--- config.mk ---
export PLATFORM = sky130hd
export DESIGN_NAME = wb_arbiter_flat
export DESIGN_NICKNAME = d
export VERILOG_FILES = /design/src/rtl/wb_arbiter_if.sv /design/src/rtl/wb_arbiter.sv /design/src/flat_wrapper.sv
export SDC_FILE = /design/constraint.sdc
export NUM_CORES = 1
export LEC_CHECK = 0
export ABC_AREA = 1
export ABC_CLOCK_PERIOD_IN_PS = 5300
export CORE_ASPECT_RATIO = 1.25
export CORE_UTILIZATION = 50
export CTS_CLUSTER_DIAMETER = 120
export CTS_CLUSTER_SIZE = 14
export DETAILED_ROUTE_END_ITERATION = 8
export GPL_ROUTABILITY_DRIVEN = 0
export GPL_TIMING_DRIVEN = 0
export PLACE_DENSITY = 0.83
export SYNTH_ARGS = -nofsm -noshare
export SYNTH_HDL_FRONTEND = slang
export SYNTH_SLANG_ARGS = --single-unit
--- constraint.sdc ---
create_clock -name CLK -period 5.3 [get_ports CLK]
set_input_delay 0.53 -clock CLK [delete_from_list [all_inputs] [get_ports CLK]]
set_output_delay 0.53 -clock CLK [all_outputs]
set_load 0.05 [all_outputs]
--- src/rtl/wb_arbiter_if.sv ---
// Writeback arbiter bus: pipeline writeback, M-unit result handshake,
// register file write port and hazard-unit outputs.
interface wb_arbiter_if;
    logic        PIPE_WE;
    logic [4:0]  PIPE_ADDR;
    logic [31:0] PIPE_DATA;
    logic        MUL_VALID;
    logic [4:0]  MUL_ADDR;
    logic [31:0] MUL_DATA;
    logic        MUL_READY;
    logic        PIPE_HOLD;
    logic        WRITE_ENABLE;
    logic [4:0]  WB_ADDRESS;
    logic [31:0] WRITE_DATA;
    logic [31:0] BUSY_MASK;

    modport master (
        output PIPE_WE, PIPE_ADDR, PIPE_DATA, MUL_VALID, MUL_ADDR, MUL_DATA,
        input  MUL_READY, PIPE_HOLD, WRITE_ENABLE, WB_ADDRESS, WRITE_DATA, BUSY_MASK
    );

    modport slave (
        input  PIPE_WE, PIPE_ADDR, PIPE_DATA, MUL_VALID, MUL_ADDR, MUL_DATA,
        output MUL_READY, PIPE_HOLD, WRITE_ENABLE, WB_ADDRESS, WRITE_DATA, BUSY_MASK
    );
endinterface

--- src/rtl/wb_arbiter.sv ---
// Register file write-port arbiter: pipeline writebacks win the slot, M-unit
// results wait in a 2-entry FIFO, stale entries are cancelled, starvation forces a hold.
module wb_arbiter (
    input  logic         CLK,
    input  logic         RESET,
    wb_arbiter_if.slave  bus
);
    localparam logic [1:0] DEPTH = 2'd2;

    logic [1:0]  ent_valid_q, ent_valid_d;
    logic [4:0]  ent_addr_q [2];
    logic [31:0] ent_data_q [2];
    logic        rd_ptr_q, rd_ptr_d;
    logic        wr_ptr_q, wr_ptr_d;
    logic [1:0]  count_q, count_d;
    logic [2:0]  starv_q, starv_d;
    logic        hold_q, hold_d;
    logic        we_q, we_d;
    logic [4:0]  addr_q, addr_d;
    logic [31:0] data_q, data_d;

    logic        mul_ready;
    logic        push;
    logic        pop;
    logic        pipe_win;
    logic        head_present;
    logic        head_valid;
    logic [31:0] busy_mask;

    // A pop in the same cycle does not free a slot: readiness looks at count only.
    assign mul_ready    = !RESET && (count_q != DEPTH);
    assign push         = bus.MUL_VALID && mul_ready && (bus.MUL_ADDR != 5'd0);
    assign pipe_win     = !hold_q && bus.PIPE_WE && (bus.PIPE_ADDR != 5'd0);
    assign head_present = (count_q != 2'd0);
    assign head_valid   = head_present && ent_valid_q[rd_ptr_q];
    assign pop          = !pipe_win && head_present;

    always_comb begin
        // NOTE: every variable gets a default first so no path leaves it unassigned (no latch).
        ent_valid_d = ent_valid_q;
        rd_ptr_d    = rd_ptr_q;
        wr_ptr_d    = wr_ptr_q;
        starv_d     = starv_q;
        hold_d      = 1'b0;
        we_d        = 1'b0;
        addr_d      = addr_q;
        data_d      = data_q;

        if (pipe_win) begin
            we_d   = 1'b1;
            addr_d = bus.PIPE_ADDR;
            data_d = bus.PIPE_DATA;
            // Older queued results to the same register would overwrite newer data.
            for (int i = 0; i < 2; i++) begin
                if (ent_valid_q[i] && (ent_addr_q[i] == bus.PIPE_ADDR)) begin
                    ent_valid_d[i] = 1'b0;
                end
            end
        end else if (pop) begin
            if (head_valid) begin
                we_d   = 1'b1;
                addr_d = ent_addr_q[rd_ptr_q];
                data_d = ent_data_q[rd_ptr_q];
            end
            ent_valid_d[rd_ptr_q] = 1'b0;
            rd_ptr_d              = ~rd_ptr_q;
        end

        // Applied after the cancel so a same-cycle push to the same register survives.
        if (push) begin
            ent_valid_d[wr_ptr_q] = 1'b1;
            wr_ptr_d              = ~wr_ptr_q;
        end

        count_d = count_q + 2'(push) - 2'(pop);

        if (pop) begin
            starv_d = 3'd0;
        end else if (pipe_win && head_valid) begin
            if (starv_q == 3'd3) begin
                starv_d = 3'd0;
                hold_d  = 1'b1;
            end else begin
                starv_d = starv_q + 3'd1;
            end
        end
    end

    // NOTE: state registers use non-blocking assignments so every flop samples pre-edge values.
    always_ff @(posedge CLK) begin
        if (RESET) begin
            ent_valid_q <= '0;
            rd_ptr_q    <= 1'b0;
            wr_ptr_q    <= 1'b0;
            count_q     <= 2'd0;
            starv_q     <= 3'd0;
            hold_q      <= 1'b0;
            we_q        <= 1'b0;
            addr_q      <= 5'd0;
            data_q      <= 32'd0;
        end else begin
            ent_valid_q <= ent_valid_d;
            rd_ptr_q    <= rd_ptr_d;
            wr_ptr_q    <= wr_ptr_d;
            count_q     <= count_d;
            starv_q     <= starv_d;
            hold_q      <= hold_d;
            we_q        <= we_d;
            addr_q      <= addr_d;
            data_q      <= data_d;
        end
    end

    // NOTE: payload storage is not reset; the valid bits alone decide whether an entry exists.
    always_ff @(posedge CLK) begin
        if (push) begin
            ent_addr_q[wr_ptr_q] <= bus.MUL_ADDR;
            ent_data_q[wr_ptr_q] <= bus.MUL_DATA;
        end
    end

    always_comb begin
        busy_mask = '0;
        for (int i = 0; i < 2; i++) begin
            if (ent_valid_q[i]) begin
                busy_mask[ent_addr_q[i]] = 1'b1;
            end
        end
        busy_mask[0] = 1'b0;
    end

    assign bus.MUL_READY    = mul_ready;
    assign bus.PIPE_HOLD    = hold_q;
    assign bus.WRITE_ENABLE = we_q;
    assign bus.WB_ADDRESS   = addr_q;
    assign bus.WRITE_DATA   = data_q;
    assign bus.BUSY_MASK    = busy_mask;
endmodule

--- src/flat_wrapper.sv ---
// flat-port wrapper written by rule: the top's interface ports become plain ports
module wb_arbiter_flat 
  (CLK, RESET, bus_PIPE_WE, bus_PIPE_ADDR, bus_PIPE_DATA, bus_MUL_VALID, bus_MUL_ADDR, bus_MUL_DATA, bus_MUL_READY, bus_PIPE_HOLD, bus_WRITE_ENABLE, bus_WB_ADDRESS, bus_WRITE_DATA, bus_BUSY_MASK);
  wb_arbiter_if bus_i ();
  input  logic CLK;
  input  logic RESET;
  input wire logic [$bits(bus_i.PIPE_WE)-1:0] bus_PIPE_WE;
  input wire logic [$bits(bus_i.PIPE_ADDR)-1:0] bus_PIPE_ADDR;
  input wire logic [$bits(bus_i.PIPE_DATA)-1:0] bus_PIPE_DATA;
  input wire logic [$bits(bus_i.MUL_VALID)-1:0] bus_MUL_VALID;
  input wire logic [$bits(bus_i.MUL_ADDR)-1:0] bus_MUL_ADDR;
  input wire logic [$bits(bus_i.MUL_DATA)-1:0] bus_MUL_DATA;
  output wire logic [$bits(bus_i.MUL_READY)-1:0] bus_MUL_READY;
  output wire logic [$bits(bus_i.PIPE_HOLD)-1:0] bus_PIPE_HOLD;
  output wire logic [$bits(bus_i.WRITE_ENABLE)-1:0] bus_WRITE_ENABLE;
  output wire logic [$bits(bus_i.WB_ADDRESS)-1:0] bus_WB_ADDRESS;
  output wire logic [$bits(bus_i.WRITE_DATA)-1:0] bus_WRITE_DATA;
  output wire logic [$bits(bus_i.BUSY_MASK)-1:0] bus_BUSY_MASK;
  assign bus_i.PIPE_WE = bus_PIPE_WE;
  assign bus_i.PIPE_ADDR = bus_PIPE_ADDR;
  assign bus_i.PIPE_DATA = bus_PIPE_DATA;
  assign bus_i.MUL_VALID = bus_MUL_VALID;
  assign bus_i.MUL_ADDR = bus_MUL_ADDR;
  assign bus_i.MUL_DATA = bus_MUL_DATA;
  assign bus_MUL_READY = bus_i.MUL_READY;
  assign bus_PIPE_HOLD = bus_i.PIPE_HOLD;
  assign bus_WRITE_ENABLE = bus_i.WRITE_ENABLE;
  assign bus_WB_ADDRESS = bus_i.WB_ADDRESS;
  assign bus_WRITE_DATA = bus_i.WRITE_DATA;
  assign bus_BUSY_MASK = bus_i.BUSY_MASK;
  wb_arbiter u_core (.CLK(CLK), .RESET(RESET), .bus(bus_i));
endmodule
==> impl_metrics.tcl, run 1 <==
set metrics [dict create \
    yosys_warnings 0 \
    dpl.hpwl_mm 10.2 \
    maxSlewHeadroom_pct 35.2 \
    nNetsFinal 855 \
    grt_pass1_vias 4851 \
    worst_slew_pin_slew_ps 965 \
    critPathRequiredTime_ps 4770 \
    htree_levels 4 \
    holdWs_ps 468 \
    cts_tree "yes" \
    p_per_area_nw_per_um2 370 \
    cp-start-kind "flip-flop" \
    clock_skew_ps 11.8 \
    antenna_found_initial 0 \
    core_area_um2 10700 \
    design_area_um2 7760 \
    synth_area_leaders "edfxtp_1 40%, dfxtp_1 18%, nand2_1 15%" \
    placed_area_um2 7240 \
    cts_setup_buffers 0 \
    drtAntennaViolNets 0 \
    reg2reg_from "u_core.count_q[1]$_SDFF_PP0_" \
    placedCellCount 887 \
    cts_hold_buffers 0 \
    syn-num-nets 688 \
    worstPathArrival_ps 2750 \
    ys_types 26 \
    endpoint_kind "primary output" \
    post-route-min-period_ps 3280 \
    rsz0062_at_grt "no" \
    path_cells "inv_1 > nor3_1 > nand2_1 > o21ai_0 > clkdlybuf4s50_1" \
    drive_above_1_share_pct 10.7 \
    post-route-period-util_pct 61.9 \
    synth_area_per_cell_um2 9.17 \
    wirelength_mm 14.2 \
    path_class "flip-flop to primary output" \
    grt-ovfl-total 0 \
    cts_resized 0 \
    cp-startpoint "u_core.ent_addr_q[0][1]$_DFFE_PP_" \
    wl_per_cell_um 15.4 \
    n_antenna_cell 0 \
    synth_area_um2 5570 \
    syn_inst 607 \
    numCtsBuffers 17 \
    max_freq_mhz 305 \
    ys_seq_elements 123 \
    drv_cap 0 \
    die_h_um 120 \
    std_cell_rows 42 \
    irDropWorstVdd_mv 0.303 \
    hp-start "u_core.wr_ptr_q$_SDFFE_PP0N_" \
    track_usage_pct 26.1 \
    die-area_um2 11600 \
    dr.pass1.iters 5 \
    cts_buffer_depth 2 \
    slowest_stage "clkdlybuf4s50_1" \
    vias_per_cell 5.22 \
    setup_violations 0 \
    grt_max_degree 38 \
    crit_path_max_incr_delay_ps 830 \
    stdcell_count 919 \
    hold_viol_final 0 \
    cp_max_fo 8 \
    vias 4797 \
    fill_cells 796 \
    start_util_pct 51.9 \
    die_x_um 96.4 \
    synth.top_cell.area_share_pct 39.9 \
    portBuffers 147 \
    final.setup.tns_ps 0 \
    clk_pin_slew_ps 60 \
    leakage_uw 0.00319 \
    drc 0 \
    clkSinkCount 123 \
    ios 150 \
    clockRootBuffer "clkbuf_16" \
    outcome "finished, final reports clean" \
    clk_latency_ps 410 \
    drv_slew 0 \
    drt_iter0_drc 231 \
    synth-seq-area-share_pct 57.5 \
    grt_pass1_wl_mm 22.5 \
    area_growth_syn_to_layout_pct 39.4 \
    synth_top_cell_by_area "edfxtp_1" \
    hold_class "flip-flop to flip-flop" \
]
==> power breakdown <==
group / total [µW] / switching (µW) / internal [µW]
logic: 705 / 427 / 279
clock network: 1010 / 407 / 603
registers: 1150 / 43.5 / 1110
total: 2870 / 877 / 1990
==> worst max-delay path, delay by kind of cell (launching register included) <==
kind            cells  cell delay [ps]
compound gates      1              120
buf+inv             2              930
flops               1              410
simple gates        2              880
==> cells in the mapped netlist <==
| cell | number |
|---|---|
| a211oi_1 | 1 |
| a21oi_1 | 11 |
| buf_1 | 2 |
| buf_2 | 6 |
| buf_4 | 1 |
| buf_6 | 6 |
| clkbuf_1 | 6 |
| conb_1 | 1 |
| dfxtp_1 | 49 |
| edfxtp_1 | 74 |
| ha_1 | 3 |
| inv_1 | 66 |
| inv_2 | 1 |
| inv_4 | 2 |
| mux2_2 | 32 |
| nand2_1 | 216 |
| nand2_2 | 1 |
| nand2_4 | 1 |
| nand3_1 | 57 |
| nor2_1 | 14 |
| nor2_8 | 1 |
| nor3_1 | 12 |
| o211ai_4 | 1 |
| o21ai_0 | 38 |
| xnor2_1 | 2 |
| xor2_1 | 3 |
==> through the flow <==
stage	power [µW]	util (%)	worst slack, ps
floorplan	1640	-	1470
global placement	1850	67.2	970
detailed placement	1870	67.5	2530
CTS	2880	72.4	2090
global route	3000	72.4	1820
finish	2870	72.4	2020
==> per-layer routing <==
layer / wire length, µm / part of all wire [%] / vias up / global-route usage (%)
li1: - / - / 2324 / -
met1: 5280 / 37 / 2222 / 27.3
met2: 7570 / 53 / 208 / 47.8
met3: 840 / 5.9 / 43 / 5.39
met4: 499 / 3.5 / 0 / 13.3
met5: 0 / 0 / - / 0
==> final timing paths <==
kind                                                      endpoint  slack, ps  cells after the start
worst max register to register  u_core.ent_data_q[0][27]$_DFFE_PP_       3190                      5
worst max-delay path                             bus_BUSY_MASK[27]       2020                      5
worst min-delay path                  u_core.wr_ptr_q$_SDFFE_PP0N_        470                      2
worst min register to register        u_core.wr_ptr_q$_SDFFE_PP0N_        470                      2
==> cells by family (layout without fill, tap and decap cells) <==
family / count (synthesis) / in the layout / synth area share, %
AOI/OAI and AO/OA: 51 / 51 / 4.92
xor gates and xnor gates: 5 / 5 / 0.787
adders and majority gates: 3 / 3 / 0.674
buffers and inverters: 90 / 270 / 7.17
DFF: 123 / 123 / 57.5
muxes: 32 / 32 / 6.47
other: 1 / 1 / 0.0674
and+or+nand+nor: 302 / 302 / 22.4
==> flip-flops by register name (all words and copies together) (netlist names), named ones only <==
signal / count
u_core.ent_data_q: 64
u_core.bus.WRITE_DATA: 32
u_core.ent_addr_q: 10
u_core.bus.WB_ADDRESS: 5
u_core.starv_q: 3
u_core.count_q: 2
u_core.ent_valid_q: 2
u_core.bus.PIPE_HOLD: 1
u_core.bus.WRITE_ENABLE: 1
u_core.rd_ptr_q: 1
u_core.wr_ptr_q: 1
==> layout by cell type (no fill, tap or decap), drive strengths merged <==
| cell | n |
|---|---|
| conb | 1 |
| a21oi | 11 |
| clkbuf | 26 |
| edfxtp | 74 |
| o211ai | 1 |
| mux2 | 32 |
| xor2 | 3 |
| clkdlybuf4s50 | 147 |
| clkinvlp | 5 |
| nor2 | 15 |
| nor3 | 12 |
| ha | 3 |
| clkinv | 6 |
| inv | 70 |
| o21ai | 38 |
| a211oi | 1 |
| xnor2 | 2 |
| nand2 | 218 |
| dfxtp | 49 |
| nand3 | 57 |
| buf | 16 |
==> area by class of cell <==
type | count | area [µm²] | area share, %
buffer | 21 | 135 | 1.74
clock buffer | 20 | 447 | 5.76
clock inverter | 12 | 75.1 | 0.967
inverter | 69 | 264 | 3.40
multi-input combinational | 394 | 1970 | 25.4
sequential | 123 | 3200 | 41.3
tap | 132 | 165 | 2.13
timing repair buffer | 148 | 1500 | 19.3
Note: power is estimated with default switching activity, not from simulation.
==> run 2: changes to the inputs <==
Settings changed: ABC_CLOCK_PERIOD_IN_PS 5300 to 2900, CORE_UTILIZATION 50 to 44, PLACE_DENSITY 0.83 to 0.78.
Clock period 5.3 ns to 2.9 ns, I/O delays scaled along.
==> run 2 against run 1 <==
- worst hold slack got worse by 210 ps
- largest power group unchanged
- sequential power up 83%
- non-clock buffer count decreased by 1
- sequential share of layout area fell by 0.58 points
- routed wire length about the same
- register-to-register slack worse by 2400 ps
- critical endpoint is now bus_BUSY_MASK[7]
- die area up 13%
- cell area increased by 1.4%
==> impl_metrics.tcl, run 2 (synthesis results as in run 1) <==
set metrics [dict create \
    numCtsBuffers 17 \
    drc 0 \
    fill_cells 976 \
    cts_buffer_depth 2 \
    die_x_um 103 \
    hold_class "input port to flip-flop" \
    worst_slew_pin_slew_ps 1170 \
    final_common_cell "nand2_1" \
    r2r_end "u_core.ent_data_q[1][30]$_DFFE_PP_" \
    ff2ff_setup_slack_ps 760 \
    grt_pass1_wl_mm 22.4 \
    dr.pass1.iters 7 \
    drv_slew 0 \
    largest_reg_flops 64 \
    irDropWorstVdd_mv 0.463 \
    drt_iter0_drc 211 \
    drive_above_1_share_pct 10.8 \
    hold_viol_final 0 \
    path_cells "inv_1 > nor3_2 > nand2_1 > o21ai_0 > clkdlybuf4s50_1" \
    cp_max_fo 8 \
    n_antenna_cell 0 \
    crit_path_max_incr_delay_ps 830 \
    post-route-period-util_pct 94.6 \
    max_freq_mhz 365 \
    vias 4796 \
    crit_buf_inv 2 \
    antenna_found_initial 0 \
    rr_worst_depth 4 \
    portBuffers 147 \
    crit_family "buffers and inverters" \
    dpl.hpwl_mm 10.1 \
    grt-ovfl-total 0 \
    drv_cap 0 \
    ios 150 \
    regMostFlops "u_core.ent_data_q" \
    clock_skew_ps 7.94 \
    place_ws_ps 372 \
    final.setup.tns_ps 0 \
    area_growth_syn_to_layout_pct 41.4 \
    cts_tree "yes" \
    outcome "finished, final reports clean" \
    p_per_area_nw_per_um2 682 \
    final_cell_mix "216 x nand2_1, 129 x clkdlybuf4s50_1, 74 x edfxtp_1" \
    nNetsFinal 854 \
    critPathRequiredTime_ps 2610 \
    post-route-min-period_ps 2740 \
    track_usage_pct 22.6 \
    std_cell_rows 45 \
    holdWs_ps 255 \
    clk_pin_slew_ps 60 \
    reg2reg_from "u_core.count_q[0]$_SDFF_PP0_" \
    htree_levels 4 \
    clkSinkCount 123 \
    setup_violations 0 \
    wl_per_cell_um 14.9 \
    multi_input_area_um2 1990 \
    placed_area_um2 7250 \
    maxSlewHeadroom_pct 21.7 \
    path_class "flip-flop to primary output" \
    leakage_uw 0.00354 \
    cts_hold_buffers 0 \
    grt_pass1_vias 4766 \
    seq_area_um2 3200 \
    cp.depth 5 \
    die_h_um 128 \
    start_util_pct 45.6 \
    design_area_um2 7870 \
    die-area_um2 13100 \
    vias_per_cell 5.05 \
    min_path_cells 2 \
    hold_end "u_core.bus.WRITE_ENABLE$_SDFF_PP0_" \
    cp-start-kind "flip-flop" \
    hp-start "RESET" \
    clockRootBuffer "clkbuf_16" \
    endpoint_kind "primary output" \
    clk_latency_ps 400 \
    wirelength_mm 14.2 \
    worstPathArrival_ps 2450 \
    slowest_stage "clkdlybuf4s50_1" \
    grt_max_degree 39 \
    fin_ws_ps 157 \
    drtAntennaViolNets 0 \
    core_area_um2 12200 \
]
run 2: cell types whose count changed in the layout (fill, tap and decap cells not counted), sizes merged:
| cell | delta |
|---|---|
| clkdlybuf4s50 | -18 |
| dlymetal6s2s | +18 |
| clkinvlp | -2 |
| bufinv | +2 |
| buf | -1 |
run 2: worst max path at each step:
stage | start | end | slack (ps)
after detailed placement | u_core.ent_addr_q[0][1]$_DFFE_PP_ | bus_BUSY_MASK[2] | 370
after CTS | u_core.ent_addr_q[0][1]$_DFFE_PP_ | bus_BUSY_MASK[2] | -60
after global routing | u_core.ent_addr_q[0][1]$_DFFE_PP_ | bus_BUSY_MASK[6] | -0.2
after floorplan | RESET | u_core.ent_addr_q[0][0]$_DFFE_PP_ | -20
after global placement | bus_MUL_ADDR[1] | u_core.ent_data_q[0][21]$_DFFE_PP_ | -20
final | u_core.ent_addr_q[0][0]$_DFFE_PP_ | bus_BUSY_MASK[7] | 160
run 2: final cells by class:
type	count	area share [%]
sequential	123	40.7
multi-input combinational	394	25.3
clock buffer	20	5.55
clock inverter	12	1.57
timing repair buffer	147	19.3
inverter	69	3.35
buffer	21	1.72
tap	164	2.61
run 2: stage by stage:
stage / total power (µW) / std cells / utilization, %
finish: 5370 / 950 / 64.4
global route: 5620 / 950 / 64.4
CTS: 5410 / 950 / 63.9
detailed placement: 3420 / 918 / 59.4
global placement: 3380 / 918 / 59.4
floorplan: 2990 / 607 / -
run 2: metal layers:
| metal | part of all wire, % | up-vias | global-route usage, % |
|---|---|---|---|
| li1 | - | 2328 | - |
| met4 | 2.9 | 0 | 11.8 |
| met1 | 39 | 2233 | 25.4 |
| met3 | 6.1 | 36 | 4.69 |
| met5 | 0 | - | 0 |
| met2 | 52 | 199 | 39.6 |
run 2: report_power, final:
| part | internal, µW | switching (µW) |
|---|---|---|
| sequential | 2030 | 75.8 |
| combinational | 507 | 781 |
| clock | 1260 | 721 |
run 2: timing repair:
item | CTS | global route
resized for setup | 0 | 21
pin swaps | 0 | 0
setup endpoints to repair | 16 | 27
setup buffers | 0 | 0
